File: src/rtl/adc_scan_seq_pkg.sv
// Shared state encoding and command-word constants for the ADC scan sequencer.
package adc_scan_seq_pkg;

   typedef enum logic [2:0] {
      ST_IDLE   = 3'd0,
      ST_SELECT = 3'd1,
      ST_REQ    = 3'd2,
      ST_XFER   = 3'd3,
      ST_STORE  = 3'd4,
      ST_WAIT   = 3'd5
   } state_e;

   localparam int          CMD_START_BIT  = 10;
   localparam int          CMD_SINGLE_BIT = 9;
   localparam logic [15:0] TIMEOUT_MARK   = 16'hFFFF;

   function automatic logic [15:0] cmd_word(input logic [2:0] ch);
      logic [15:0] w;
      w                 = '0;
      w[CMD_START_BIT]  = 1'b1;
      w[CMD_SINGLE_BIT] = 1'b1;
      w[8:6]            = ch;
      return w;
   endfunction

endpackage

File: src/rtl/adc_result_regs.sv
// Per-channel result storage: one write port, one registered read port.
module adc_result_regs #(
   parameter  int NUM_CH = 8,
   localparam int AW     = $clog2(NUM_CH)
) (
   input  logic          clk,
   input  logic          resn,
   input  logic          we_i,
   input  logic [AW-1:0] waddr_i,
   input  logic [15:0]   wdata_i,
   input  logic [AW-1:0] raddr_i,
   output logic [15:0]   rdata_o
);

   logic [15:0] mem_q [NUM_CH];
   logic [15:0] rdata_q;

   // Read samples the pre-write contents, so a same-cycle store reads old data.
   always_ff @(posedge clk or negedge resn) begin
      if (!resn) begin
         for (int i = 0; i < NUM_CH; i++) mem_q[i] <= '0;
         rdata_q <= '0;
      end else begin
         if (we_i) mem_q[waddr_i] <= wdata_i;
         rdata_q <= mem_q[raddr_i];
      end
   end

   assign rdata_o = rdata_q;

endmodule

File: src/rtl/adc_scan_seq.sv
// ADC channel scan sequencer driving an SPI engine.
// Optional handshake timeout enabled by defining ADC_SEQ_TIMEOUT_EN.
module adc_scan_seq
   import adc_scan_seq_pkg::*;
#(
   parameter  int NUM_CH         = 8,
   parameter  int TIMEOUT_CYCLES = 4096,
   localparam int AW             = $clog2(NUM_CH)
) (
   input  logic              clk,
   input  logic              resn,
   input  logic              enable,
   input  logic              oneShot,
   input  logic [NUM_CH-1:0] chanMask,
   input  logic [15:0]       interval,
   output logic              spiTrig,
   output logic [15:0]       spiWrData,
   input  logic              spiDone,
   input  logic [15:0]       spiRdData,
   input  logic [AW-1:0]     rdAddr,
   output logic [15:0]       rdResult,
   output logic              busy,
   output logic              scanDone,
   output logic              timeoutErr,
   input  logic              errClr
);

   state_e            state_q, state_d;
   logic [NUM_CH-1:0] mask_q, mask_d;
   logic [2:0]        ch_q, ch_d;
   logic [15:0]       wait_q, wait_d;
   logic              done_q, done_d;
   logic              we;
   logic [15:0]       wdata;
   logic              pend;
   logic [2:0]        pend_ch;
   logic              tmo_hit;
   logic              unused_hi;

   assign unused_hi = ^spiRdData[15:12];

   always_comb begin
      pend    = 1'b0;
      pend_ch = '0;
      for (int i = NUM_CH - 1; i >= 0; i--) begin
         if (mask_q[i]) begin
            pend    = 1'b1;
            pend_ch = 3'(i);
         end
      end
   end

   always_comb begin
      state_d = state_q;
      mask_d  = mask_q;
      ch_d    = ch_q;
      wait_d  = wait_q;
      done_d  = 1'b0;
      we      = 1'b0;
      wdata   = {4'b0, spiRdData[11:0]};
      unique case (state_q)
         ST_IDLE: begin
            if (enable || oneShot) begin
               state_d = ST_SELECT;
               mask_d  = chanMask;
               ch_d    = '0;
            end
         end
         ST_SELECT: begin
            if (pend) begin
               state_d = ST_REQ;
               ch_d    = pend_ch;
               mask_d  = mask_q & (mask_q - {{(NUM_CH-1){1'b0}}, 1'b1});
            end else begin
               done_d = 1'b1;
               if (!enable) begin
                  state_d = ST_IDLE;
               end else if (interval == 16'd0) begin
                  mask_d = chanMask;
               end else begin
                  state_d = ST_WAIT;
                  wait_d  = 16'd1;
               end
            end
         end
         ST_REQ, ST_XFER: begin
            if (tmo_hit) begin
               we      = 1'b1;
               wdata   = TIMEOUT_MARK;
               state_d = ST_SELECT;
            end else if (state_q == ST_REQ && !spiDone) begin
               state_d = ST_XFER;
            end else if (state_q == ST_XFER && spiDone) begin
               state_d = ST_STORE;
            end
         end
         ST_STORE: begin
            we      = 1'b1;
            state_d = ST_SELECT;
         end
         ST_WAIT: begin
            if (!enable) begin
               state_d = ST_IDLE;
            end else if (wait_q >= interval) begin
               state_d = ST_SELECT;
               mask_d  = chanMask;
            end else begin
               wait_d = wait_q + 16'd1;
            end
         end
         default: state_d = ST_IDLE;
      endcase
   end

   always_ff @(posedge clk or negedge resn) begin
      if (!resn) begin
         state_q <= ST_IDLE;
         mask_q  <= '0;
         ch_q    <= '0;
         wait_q  <= '0;
         done_q  <= 1'b0;
      end else begin
         state_q <= state_d;
         mask_q  <= mask_d;
         ch_q    <= ch_d;
         wait_q  <= wait_d;
         done_q  <= done_d;
      end
   end

`ifdef ADC_SEQ_TIMEOUT_EN
   logic [31:0] tmo_q, tmo_d;
   logic        err_q, err_d;

   assign tmo_hit = (state_q == ST_REQ || state_q == ST_XFER) &&
                    (tmo_q == 32'(TIMEOUT_CYCLES - 1));

   // Counter restarts on every phase change, so REQ and XFER are timed separately.
   always_comb begin
      tmo_d = '0;
      if ((state_q == ST_REQ || state_q == ST_XFER) && state_d == state_q)
         tmo_d = tmo_q + 32'd1;
      err_d = err_q;
      if (errClr) err_d = 1'b0;
      if (tmo_hit) err_d = 1'b1;
   end

   always_ff @(posedge clk or negedge resn) begin
      if (!resn) begin
         tmo_q <= '0;
         err_q <= 1'b0;
      end else begin
         tmo_q <= tmo_d;
         err_q <= err_d;
      end
   end

   assign timeoutErr = err_q;
`else
   logic unused_cfg;

   assign tmo_hit    = 1'b0;
   assign timeoutErr = 1'b0;
   assign unused_cfg = errClr ^ (TIMEOUT_CYCLES > 0);
`endif

   assign spiTrig   = (state_q == ST_REQ);
   assign spiWrData = spiTrig ? cmd_word(ch_q) : 16'h0000;
   assign busy      = (state_q != ST_IDLE) && (state_q != ST_WAIT);
   assign scanDone  = done_q;

   adc_result_regs #(.NUM_CH(NUM_CH)) u_regs (
      .clk     (clk),
      .resn    (resn),
      .we_i    (we),
      .waddr_i (ch_q[AW-1:0]),
      .wdata_i (wdata),
      .raddr_i (rdAddr),
      .rdata_o (rdResult)
   );

endmodule

File: config.mk
export PLATFORM = sky130hd
export DESIGN_NAME = adc_scan_seq
export DESIGN_NICKNAME = d
export VERILOG_FILES = /design/src/rtl/adc_scan_seq_pkg.sv /design/src/rtl/adc_result_regs.sv /design/src/rtl/adc_scan_seq.sv
export SDC_FILE = /design/constraint.sdc
export NUM_CORES = 1
export LEC_CHECK = 0
export BUFFER_PORTS_ARGS = -buffer_cell sky130_fd_sc_hd__buf_4
export CORE_ASPECT_RATIO = 1.4
export CORE_MARGIN = 2
export CORE_UTILIZATION = 45
export CTS_CLUSTER_SIZE = 30
export DETAILED_ROUTE_END_ITERATION = 7
export PLACE_DENSITY = 0.63
export SLEW_MARGIN = 20
export SYNTH_ARGS = -nofsm -noshare
export SYNTH_HDL_FRONTEND = slang
export SYNTH_SLANG_ARGS = --single-unit
File: constraint.sdc
create_clock -name clk -period 5.1 [get_ports clk]
set_input_delay 0.765 -clock clk [delete_from_list [all_inputs] [get_ports clk]]
set_output_delay 0.765 -clock clk [all_outputs]
set_load 0.03 [all_outputs]
# Word-level counts from Yosys, hierarchy flattened

Cells that the tools add are included.

Magnitude comparators: 4
Add/sub/neg operators: 2
Bitwise operators: 3
Reduce and logical (&&, ||, !) cells: 17
Multiplexer cells: 51
Equality and inequality tests: 19

Operator list:

| kind                    | count |
|---|---|
| $bwmux W128             | 1 |
| $mux W16                | 8 |
| $mux W3                 | 18 |
| $bmux W16 S3            | 1 |
| $demux W16 S3           | 1 |
| $mux W8                 | 6 |
| $pmux W16 S2            | 1 |
| $pmux W8 S3             | 1 |
| $add A16 B1 Y16 const B | 1 |
| $ge A16 B16 Y1          | 1 |
| $logic_not A16 Y1       | 1 |
| $ne A2 B2 Y1 const B    | 8 |
| $ne A3 B3 Y1 const B    | 5 |
| $pmux W3 S5             | 1 |
| $reduce_and A6 Y1       | 2 |
| $mux W1                 | 11 |
| $mux W11                | 1 |
| $and A8 B8 Y8           | 1 |
| $ge A4 B4 Y1 const B    | 2 |
| $not A3 Y4              | 2 |
| $sub A8 B1 Y8 const B   | 1 |
| $eq A3 B2 Y1 const B    | 2 |
| $eq A3 B3 Y1 const B    | 2 |
| $pmux W3 S2             | 1 |
| 12 further kinds        | 17 |

Input bits: 49
Output and inout port bits: 36
Register bits after elaboration: 175
Word-level logic and storage cells: 110

# Longest topological paths before layout

Gate-level depths: netlist of run 1.

Depth in word-level cells: 10
Depth in mapped cells: 9
Mapped depth without buffers: 8

# Modules after synthesis

From an unflattened synthesis of run 1, not the netlist that was laid out.

Cell total of the unflattened synthesis: 622
Area, all modules: 8732.1 um^2

Modules (own cells, without submodules):

| module          | instances | sequential area each (um^2) | area an instance (um^2) | cells an instance |
|---|---|---|---|---|
| adc_result_regs | 1         | 3603.5                      | 6329.8                  | 352 |
| adc_scan_seq    | 1         | 775.7                       | 2402.3                  | 270 |

# Least setup slack after synthesis of run 1

Ideal clock, no wire load.

Path type: input to register
Start: input interval[15]
End: register mask_q[7]
Path buffers: 1
Arrival: 2727 ps
Library setup time: 127 ps
Stages: 9
Path slack: 2245 ps
Path through: inv_1 -> ha_1 -> nand4_1 -> nor3_1 -> or4_1 -> nor3_1 -> or2_1 -> buf_4 -> mux2_1

Cells in the longest elaborated chain, start to end: 3
Elaborated cells between the ends (all ways): 5

Ends and longest elaborated chain:

| what                                                   | line                                    | source |
|---|---|---|
| start: declaration                                     | adc_scan_seq.sv:15                      | `input logic [15:0] interval,` |
| $ge A16 B16 Y1 or $logic_not A16 Y1 (tied branches)    | adc_scan_seq.sv:104, adc_scan_seq.sv:78 |  |
| $ne A2 B2 Y1 (no line) or $ne A3 B3 Y1 (tied branches) | --                                      |  |
| $reduce_and A6 Y1 (no line) (*)                        | --                                      |  |
| end signal: assignment                                 | adc_scan_seq.sv:124                     | `mask_q <= mask_d;` |
| end: declaration                                       | adc_scan_seq.sv:29                      | `logic [NUM_CH-1:0] mask_q, mask_d;` |

Mark *: on every way between the ends. The rest lies on a longest branch, timed or not.
A chain may end at the register's enable or synchronous reset.

# Final worst setup path of run 1

Start: register wait_q[0]
End: register mask_q[7]

Cells in the longest elaborated chain, start to end: 3

Ends and longest elaborated chain:

| what                        | line                | source |
|---|---|---|
| start: declaration          | adc_scan_seq.sv:31  | `logic [15:0] wait_q, wait_d;` |
| start signal: assignment    | adc_scan_seq.sv:126 | `wait_q <= wait_d;` |
| $ge A16 B16 Y1              | adc_scan_seq.sv:104 | `end else if (wait_q >= interval) begin` |
| $ne A2 B2 Y1 (no line)      | --                  |  |
| $reduce_and A6 Y1 (no line) | --                  |  |

Every way passes these cells.

==> impl_metrics.tcl, run 1 <==
set metrics [dict create \
    status "complete, no violations" \
    grt_overflow_total 0 \
    finClkSkew_ns 0.00791 \
    grt_pass1_vias 4684 \
    setup_viol 0 \
    crit_arrival_ns 3.54 \
    rr_startpoint "wait_q[0]$_DFFE_PN0P_" \
    hold_buffers 0 \
    synth_xor_area_share_pct 0.251 \
    nFillCells 1311 \
    leakagePower_uw 0.00365 \
    synth-seq-cells 139 \
    clock_sinks 139 \
    synth_edf_count 0 \
    critPathMaxFanout 8 \
    muxShareOfSynthArea_pct 25.6 \
    synthAdderAreaFrac_pct 3.05 \
    via_count 4548 \
    path_class "reg -> reg" \
    synth_top_family_by_area "multiplexers" \
    cap_violations 0 \
    ir_drop_v 0.000250 \
    synth_simple_gate_area_share_pct 9.28 \
    worst_setup_path_end_kind "flop" \
    synthFlopType "dfrtp_1" \
    avgSynthCellArea_um2 12.7 \
    root_buffer "clkbuf_16" \
    grt_pass1_wl_um 23800 \
    syn_to_final_growth_pct 15.6 \
    syn_area_um2 6970 \
    synth_compound_area_share_pct 7.04 \
    cts_resized 0 \
    rsz0062_at_grt "no" \
    hold_class "in -> async" \
    cts_tree "built" \
    fin_crit_sh_pct 63.8 \
    finalWirelength_um 14600 \
    clk_pin_slew_ns 0.06 \
    gp_congestion 0.859 \
    fin_nets 671 \
    dieArea_um2 16500 \
    fin_area_um2 8060 \
    grt_max_degree 98 \
    clk_latency_ns 0.42 \
    hpwlAfterDp_um 9680 \
    avgViaCountPerCell 5.63 \
    ant_nets 0 \
    core-area_um2 15100 \
    die_h_um 151 \
    firstDrtPassIters 4 \
    antenna_found_initial 0 \
    p_per_area_nw_per_um2 509 \
    remaining_drc_errors 0 \
    r2r_cells 8 \
    total_power_uw 4100 \
    drt_iter0_markers 214 \
    slew_headroom_pct 41.8 \
    yosysWarningCount 0 \
    slew_violations 0 \
    wl_per_cell_um 18.0 \
    postPlaceCellArea_um2 7500 \
    h-tree-depth 4 \
    synth-async-reset-ratio_pct 100 \
    cts_buffers 17 \
    synthCells 551 \
    drive_gt1_share_pct 37.3 \
    grtUsageTotal_pct 19.1 \
    seq_area_frac_synth_pct 49.9 \
    portBuffers 63 \
    fin_crit_ns 3.25 \
    hold_viol 0 \
    regToRegEndpoint "mask_q[7]$_DFFE_PN0P_" \
    diodes 0 \
    die_w_um 109 \
    cts_buffer_depth 2 \
    tightestPinTransition_ns 0.873 \
    crit_required_ns 5.39 \
    tns_ns 0 \
    ys_types 57 \
    cts_setup_buffers 0 \
    start_kind "flop" \
    fmax_ghz 0.307 \
    io_pins 85 \
    r2r_setup_slack_ns 1.85 \
    rows 53 \
    start_util_pct 46.1 \
]
[cells in the final DEF (no fill, tap or decap), types with 3 or more instances in the layout]
cell       instances
nand2b_1           4
a21oi_1           19
a31oi_1            7
ha_1              17
o21a_1             4
nor2b_1            5
o21ai_0           14
and2_1             5
o211ai_1           8
and3_1             8
mux2_2           108
nand4_1            6
nand2_1           34
clkinv_2           4
buf_4             64
nand3_1            8
nor3_1            10
nor4_1             5
nor2_1            14
a221o_1            5
clkbuf_1           3
inv_1             20
dfrtp_1          139
mux4_2            24
clkbuf_16         17
or4_1              6
conb_1            16
[worst max-delay path: stages, from the launching register on]
cell and delay (ns):
dfrtp_1 0.41, inv_1 0.09, ha_1 0.26, nand2b_1 0.15, a2111oi_1 0.64, nor4b_2 0.17
nor3_1 0.67, or2_1 0.37, mux2_1 0.36
[sequential cells by signal, indices dropped and copies added, names as in the netlist]
signal	cells
u_regs.mem_q	96
wait_q	16
u_regs.rdata_o	12
mask_q	8
ch_q	3
state_q	3
scanDone	1
[layout make-up]
class	count	area (µm²)	share of cell area [%]
clock buffer	22	464	5.76
sequential	139	3480	43.2
tap	192	240	2.98
inverter	20	75.1	0.931
timing repair buffer	65	492	6.10
clock inverter	8	95.1	1.18
multi-input combinational	362	3220	39.9
[cells in the mapped netlist (all sizes together) (2+ instances only)]
| cell type | instances | area [µm²] |
|---|---|---|
| nor4b | 2 | 23.8 |
| and3 | 8 | 50.1 |
| and4 | 2 | 17.5 |
| nor3 | 12 | 76.3 |
| o21a | 4 | 30.0 |
| a221o | 5 | 50.1 |
| mux2 | 109 | 1230 |
| o21bai | 2 | 15.0 |
| nor4 | 5 | 31.3 |
| and2 | 5 | 31.3 |
| a41oi | 2 | 17.5 |
| ha | 17 | 213 |
| o21ai | 16 | 80.1 |
| nor2b | 5 | 31.3 |
| nand4 | 6 | 37.5 |
| o311ai | 2 | 17.5 |
| buf | 31 | 206 |
| nand2 | 34 | 128 |
| or4 | 6 | 45.0 |
| nand2b | 4 | 25.0 |
| dfrtp | 139 | 3480 |
| a31oi | 7 | 43.8 |
| nor2 | 14 | 52.6 |
| mux4 | 24 | 541 |
| inv | 20 | 75.1 |
| a21oi | 19 | 95.1 |
| clkbuf | 14 | 52.6 |
| o211ai | 9 | 72.6 |
| mux2i | 2 | 20.0 |
| nand3 | 8 | 40.0 |
[cells by family (layout without fill, tap and decap cells)]
logic type / count (synthesis) / count (layout)
simple gates: 118 / 118
buf+inv: 65 / 115
flops: 139 / 139
mux: 135 / 135
other cells: 1 / 16
compound gates: 74 / 74
xor+xnor: 2 / 2
fa+ha+maj: 17 / 17
[report_power, final]
part           switching, µW  internal (µW)  leakage (µW)
sequential               266           1500       0.00172
clock                    438            736      0.000272
combinational            537            626       0.00165
[metrics by stage]
stage / setup WS, ns / instances / hold WS [ns] / util, %
3_3_place_gp: 1.48 / 778 / 0.481 / 49.6
5_1_grt: 1.65 / 808 / 0.509 / 53.3
6_report: 1.85 / 808 / 0.432 / 53.3
4_1_cts: 1.84 / 808 / 0.465 / 53.3
3_5_place_dp: 1.45 / 778 / 0.488 / 49.6
2_1_floorplan: 2.25 / 566 / 0.469 / -
[worst max path at each step]
stage | from | endpoint
after floorplan | interval[15] | mask_q[7]$_DFFE_PN0P_
after detailed placement | interval[0] | mask_q[7]$_DFFE_PN0P_
after global placement | interval[0] | mask_q[7]$_DFFE_PN0P_
after global routing | wait_q[0]$_DFFE_PN0P_ | mask_q[7]$_DFFE_PN0P_
final | wait_q[0]$_DFFE_PN0P_ | mask_q[7]$_DFFE_PN0P_
after CTS | wait_q[0]$_DFFE_PN0P_ | mask_q[7]$_DFFE_PN0P_
[layer usage]
metal  global-route usage [%]  routed length, µm  up-vias
li1                         -                  -     2112
met1                     23.1               6110     2327
met2                     33.1               7690       85
met3                     3.92                520       24
met4                     7.41                251        0
met5                        0                  0        -
Note: power is estimated with default switching activity, not from simulation.
==> inputs of run 2 (changes only) <==
Clock period 5.1 ns to 3.1 ns, I/O delays scaled along.
==> impl_metrics.tcl, run 2 (synthesis results as in run 1) <==
set metrics [dict create \
    status "complete, no violations" \
    dieArea_um2 16500 \
    largest-register "u_regs.mem_q" \
    leakagePower_uw 0.00371 \
    core-area_um2 15100 \
    hold_class "in -> async" \
    fin_nets 681 \
    portBuffers 63 \
    root_buffer "clkbuf_16" \
    ir_drop_v 0.000512 \
    crit_required_ns 3.40 \
    diodes 0 \
    via_count 4558 \
    final_cell_mix "dfrtp_1 (139), mux2_2 (108), buf_4 (74), nand2_1 (34), mux4_2 (24)" \
    crit_arrival_ns 3.08 \
    fin_crit_ns 2.78 \
    dp_cells 788 \
    clk_latency_ns 0.42 \
    grt_overflow_total 0 \
    highest_layer "met4" \
    slew_headroom_pct 47.4 \
    tightestPinTransition_ns 0.789 \
    crit_slowest_cell "a2111oi_1" \
    cts_buffers 17 \
    r2r_cells 8 \
    hold_viol 0 \
    hpwlAfterDp_um 10000 \
    rows 53 \
    die_h_um 151 \
    largest_register_ffs 96 \
    m1WireLength_um 6230 \
    nFillCells 1318 \
    slew_violations 0 \
    finClkSkew_ns 0.00634 \
    worst-path-buf-inv 1 \
    slowest_delay_ns 0.64 \
    grt_pass1_wl_um 24200 \
    avgViaCountPerCell 5.56 \
    antenna_found_initial 0 \
    cts_buffer_depth 2 \
    cap_violations 0 \
    crit_family "compound AO/OA/AOI/OAI gates" \
    cp_cell_sequence "inv_1, ha_1, nand2b_1, a2111oi_1, nor4b_2, nor3_2, nor2b_1, a221o_1" \
    setup_viol 0 \
    grt_max_degree 63 \
    cts_resized 0 \
    clk_pin_slew_ns 0.06 \
    path_class "reg -> reg" \
    drive_gt1_share_pct 38.7 \
    p_per_area_nw_per_um2 845 \
    clock_sinks 139 \
    worst_setup_path_end_kind "flop" \
    cp.depth 8 \
    io_pins 85 \
    start_util_pct 46.1 \
    firstDrtPassIters 4 \
    grtUsageTotal_pct 19.6 \
    rsz0062_at_grt "no" \
    layout_commonest_cell "dfrtp_1" \
    grt_pass1_vias 4750 \
    wl_met3_um 468 \
    syn_to_final_growth_pct 17.3 \
    critPathMaxFanout 7 \
    remaining_drc_errors 0 \
    tns_ns 0 \
    fin_crit_sh_pct 89.7 \
    die_w_um 109 \
    h-tree-depth 4 \
    cts_setup_buffers 0 \
    wl_per_cell_um 18.1 \
    fmax_ghz 0.360 \
    ant_nets 0 \
    gp_congestion 0.855 \
    drt_iter0_markers 193 \
    cts_tree "built" \
    hold_buffers 0 \
    finalWirelength_um 14800 \
    start_kind "flop" \
    fin_cells 820 \
    dr_wl_met2_um 7880 \
]
==> run 2: cell type report <==
type                    instances  area [µm²]  share of cell area (%)
flip-flops and latches        139        3480                    42.5
multi-input cells             362        3220                    39.3
repair buffers                 75         567                    6.93
clock buffers                  21         460                    5.63
well taps                     192         240                    2.94
clock inverters                11         144                    1.76
inverters                      20        75.1                   0.918
==> run 2: per-stage QoR <==
step                util (%)  hold slack, ns  power (µW)  setup WS, ns  instance area [µm²]
floorplan                  -           0.169        4320         0.545                 7030
global placement        50.1           0.464        4780         0.231                 7580
detailed placement      50.1           0.476        4910         0.231                 7580
CTS                     54.1          0.0256        6980         0.303                 8180
global route            54.1          0.0545        7320         0.172                 8180
finish                  54.1          0.0144        6920         0.320                 8180
==> run 2: power breakdown <==
group          switching [µW]  total [µW]  internal [µW]
Combinational             899        1960           1060
Clock                     749        2050           1300
Sequential                444        2910           2460
==> run 2: layer usage <==
layer,track usage (%),up-vias
met4,6.33,0
met2,33.9,90
met3,4.48,17
met1,24.0,2309
met5,0,-
li1,-,2142
==> run 2: path summary, 6_finish.rpt <==
check / startpoint / slack [ns] / end
setup / recovery: wait_q[0]$_DFFE_PN0P_ / 0.32 / wait_q[8]$_DFFE_PN0P_
hold / removal: resn / 0.01 / u_regs.mem_q[123]$_DFFE_PN0P_
setup reg to reg: wait_q[0]$_DFFE_PN0P_ / 0.32 / wait_q[8]$_DFFE_PN0P_
hold reg to reg: u_regs.mem_q[88]$_DFFE_PN0P_ / 0.50 / u_regs.mem_q[88]$_DFFE_PN0P_
max in group asynchronous: resn / 2.30 / u_regs.rdata_o[5]$_DFF_PN0_
min in group clk: chanMask[0] / 0.30 / mask_q[0]$_DFFE_PN0P_
==> inputs of run 3 (changes only) <==
Settings changed: ABC_AREA set to 1.
==> impl_metrics.tcl, run 3 <==
set metrics [dict create \
    status "complete, no violations" \
    slew_headroom_pct 57.8 \
    synth_top_area_share_pct 48.5 \
    grt_max_degree 66 \
    fin_crit_sh_pct 72.9 \
    hold_buffers 0 \
    synth_simple_gate_area_share_pct 23.0 \
    muxShareOfSynthArea_pct 0 \
    finalWirelength_um 17000 \
    hold_slack_ns 0.0430 \
    rows 54 \
    cts_buffers 17 \
    seq_area_frac_synth_pct 48.5 \
    start_util_pct 46.0 \
    slowest_delay_ns 0.41 \
    antenna_found_initial 0 \
    yosysWarningCount 0 \
    grt_pass1_wl_um 28400 \
    crit_required_ns 2.63 \
    slew_violations 0 \
    fin_nets 1040 \
    fin_crit_ns 2.26 \
    ant_nets 0 \
    grt_overflow_total 0 \
    synth_compound_area_share_pct 15.7 \
    r2r_setup_slack_ns 0.86 \
    cp_cell_sequence "inv_2, nor2_2, nand2_1, inv_1, nor2_1, buf_4" \
    via_count 5995 \
    hpwlAfterDp_um 11400 \
    wl_per_cell_um 14.4 \
    avgSynthCellArea_um2 7.84 \
    gp_congestion 0.917 \
    final_cell_mix "nand2_1 (227), o21ai_0 (155), dfrtp_1 (139), inv_1 (94), nor2_1 (87)" \
    firstDrtPassIters 5 \
    grtUsageTotal_pct 20.9 \
    synth_area_leaders "dfrtp_1 (48%), nand2_1 (12%), o21ai_0 (11%)" \
    rsz0062_at_grt "no" \
    crit_arrival_ns 1.80 \
    tns_ns 0 \
    finClkSkew_ns 0.0112 \
    netlist_top_cells_count "nand2_1 (227), o21ai_0 (155), dfrtp_1 (139)" \
    tightestPinTransition_ns 0.632 \
    portBuffers 63 \
    largest-register "u_regs.mem_q" \
    cts_resized 0 \
    drive_gt1_share_pct 13.1 \
    setup_viol 0 \
    drt_iter0_markers 349 \
    critPathMaxFanout 12 \
    synth-seq-cells 139 \
    cts_buffer_depth 2 \
    syn_area_um2 7180 \
    clock_sinks 139 \
    fmax_ghz 0.442 \
    die_h_um 153 \
    synthAdderAreaFrac_pct 2.96 \
    largest_register_ffs 96 \
    r2r_cells 14 \
    core-area_um2 15600 \
    cts_setup_buffers 0 \
    hold_class "in -> async" \
    syn_to_final_growth_pct 16.6 \
    regToRegEndpoint "mask_q[7]$_DFFE_PN0P_" \
    synth.largest_area_cell "dfrtp_1" \
    path_class "reg -> out" \
    dieArea_um2 17000 \
    io_pins 85 \
    synthFlopType "dfrtp_1" \
    worst_setup_path_end_kind "output pin" \
    ir_drop_v 0.000502 \
    cts_tree "built" \
    p_per_area_nw_per_um2 770 \
    leakagePower_uw 0.00416 \
    synth_edf_count 0 \
    layout_commonest_cell "nand2_1" \
    synth-async-reset-ratio_pct 100 \
    synth_top_family_by_area "simple AND/OR/NAND/NOR gates" \
    yosysMostFrequentCell "nand2_1" \
    grt_pass1_vias 5881 \
    root_buffer "clkbuf_16" \
    setup.worst_path.start "state_q[0]$_DFFE_PN0P_" \
    die_w_um 111 \
    synthCells 915 \
    rr_startpoint "wait_q[7]$_DFFE_PN0P_" \
    remaining_drc_errors 0 \
    clk_pin_slew_ns 0.06 \
    start_kind "flop" \
    avgViaCountPerCell 5.07 \
    h-tree-depth 4 \
    synth_xor_area_share_pct 0.854 \
    ys_types 35 \
    crit_slowest_cell "dfrtp_1" \
    hold_viol 0 \
    cap_violations 0 \
    clk_latency_ns 0.41 \
    nFillCells 1516 \
    diodes 0 \
]
==> run 3: kinds of logic (layout without fill, tap and decap cells) <==
family,after synthesis,count (layout)
flops,139,139
compound gates,211,211
buf+inv,151,208
fa+ha+maj,17,17
simple gates,389,389
xor+xnor,7,7
other cells,1,16
==> run 3: worst max path at each step <==
| stage | endpoint | slack [ns] | depth (start not counted) |
|---|---|---|---|
| floorplan | spiWrData[6] | 0.92 | 6 |
| global placement | mask_q[6]$_DFFE_PN0P_ | 0.72 | 16 |
| detailed placement | mask_q[7]$_DFFE_PN0P_ | 0.69 | 16 |
| CTS | busy | 0.81 | 6 |
| global route | mask_q[3]$_DFFE_PN0P_ | 0.50 | 14 |
| finish | busy | 0.84 | 6 |
==> run 3: final cells by class <==
class	instances	area [µm²]	share of cell area, %
Clock buffer	18	439	5.25
Clock inverter	14	123	1.47
Inverter	96	360	4.31
Multi-Input combinational cell	640	3110	37.1
Sequential cell	139	3480	41.6
Tap cell	196	245	2.93
Timing Repair Buffer	80	617	7.37
==> run 3: worst max-delay path, delay by kind of cell (launching register included) <==
family | cells | cell delay, ns
buf+inv | 3 | 0.46
flops | 1 | 0.41
simple gates | 3 | 0.52
==> run 3: per-layer routing <==
metal / share of wire (%) / vias up / track usage, % / wire length [µm]
met5: 0 / - / 0 / 0
met4: 1.7 / 0 / 7.08 / 293
met3: 4.1 / 21 / 4.08 / 699
met2: 50 / 144 / 36.1 / 8500
met1: 44 / 2765 / 26.3 / 7530
li1: - / 3065 / - / -
==> run 3: power by group <==
part / switching [µW] / internal (µW) / leakage, µW
Clock: 797 / 1120 / 0.000264
Combinational: 1130 / 645 / 0.00241
Sequential: 323 / 2420 / 0.00148
==> run 3: per-stage QoR <==
stage	utilization, %	worst slack [ns]	cells	area, µm²	power, µW
after floorplan	-	0.924	930	7230	4040
after global placement	50.0	0.718	1151	7810	4520
after detailed placement	50.0	0.692	1151	7810	4570
after CTS	53.6	0.806	1183	8370	6520
after global routing	53.6	0.497	1183	8370	6920
final	53.6	0.839	1183	8370	6450
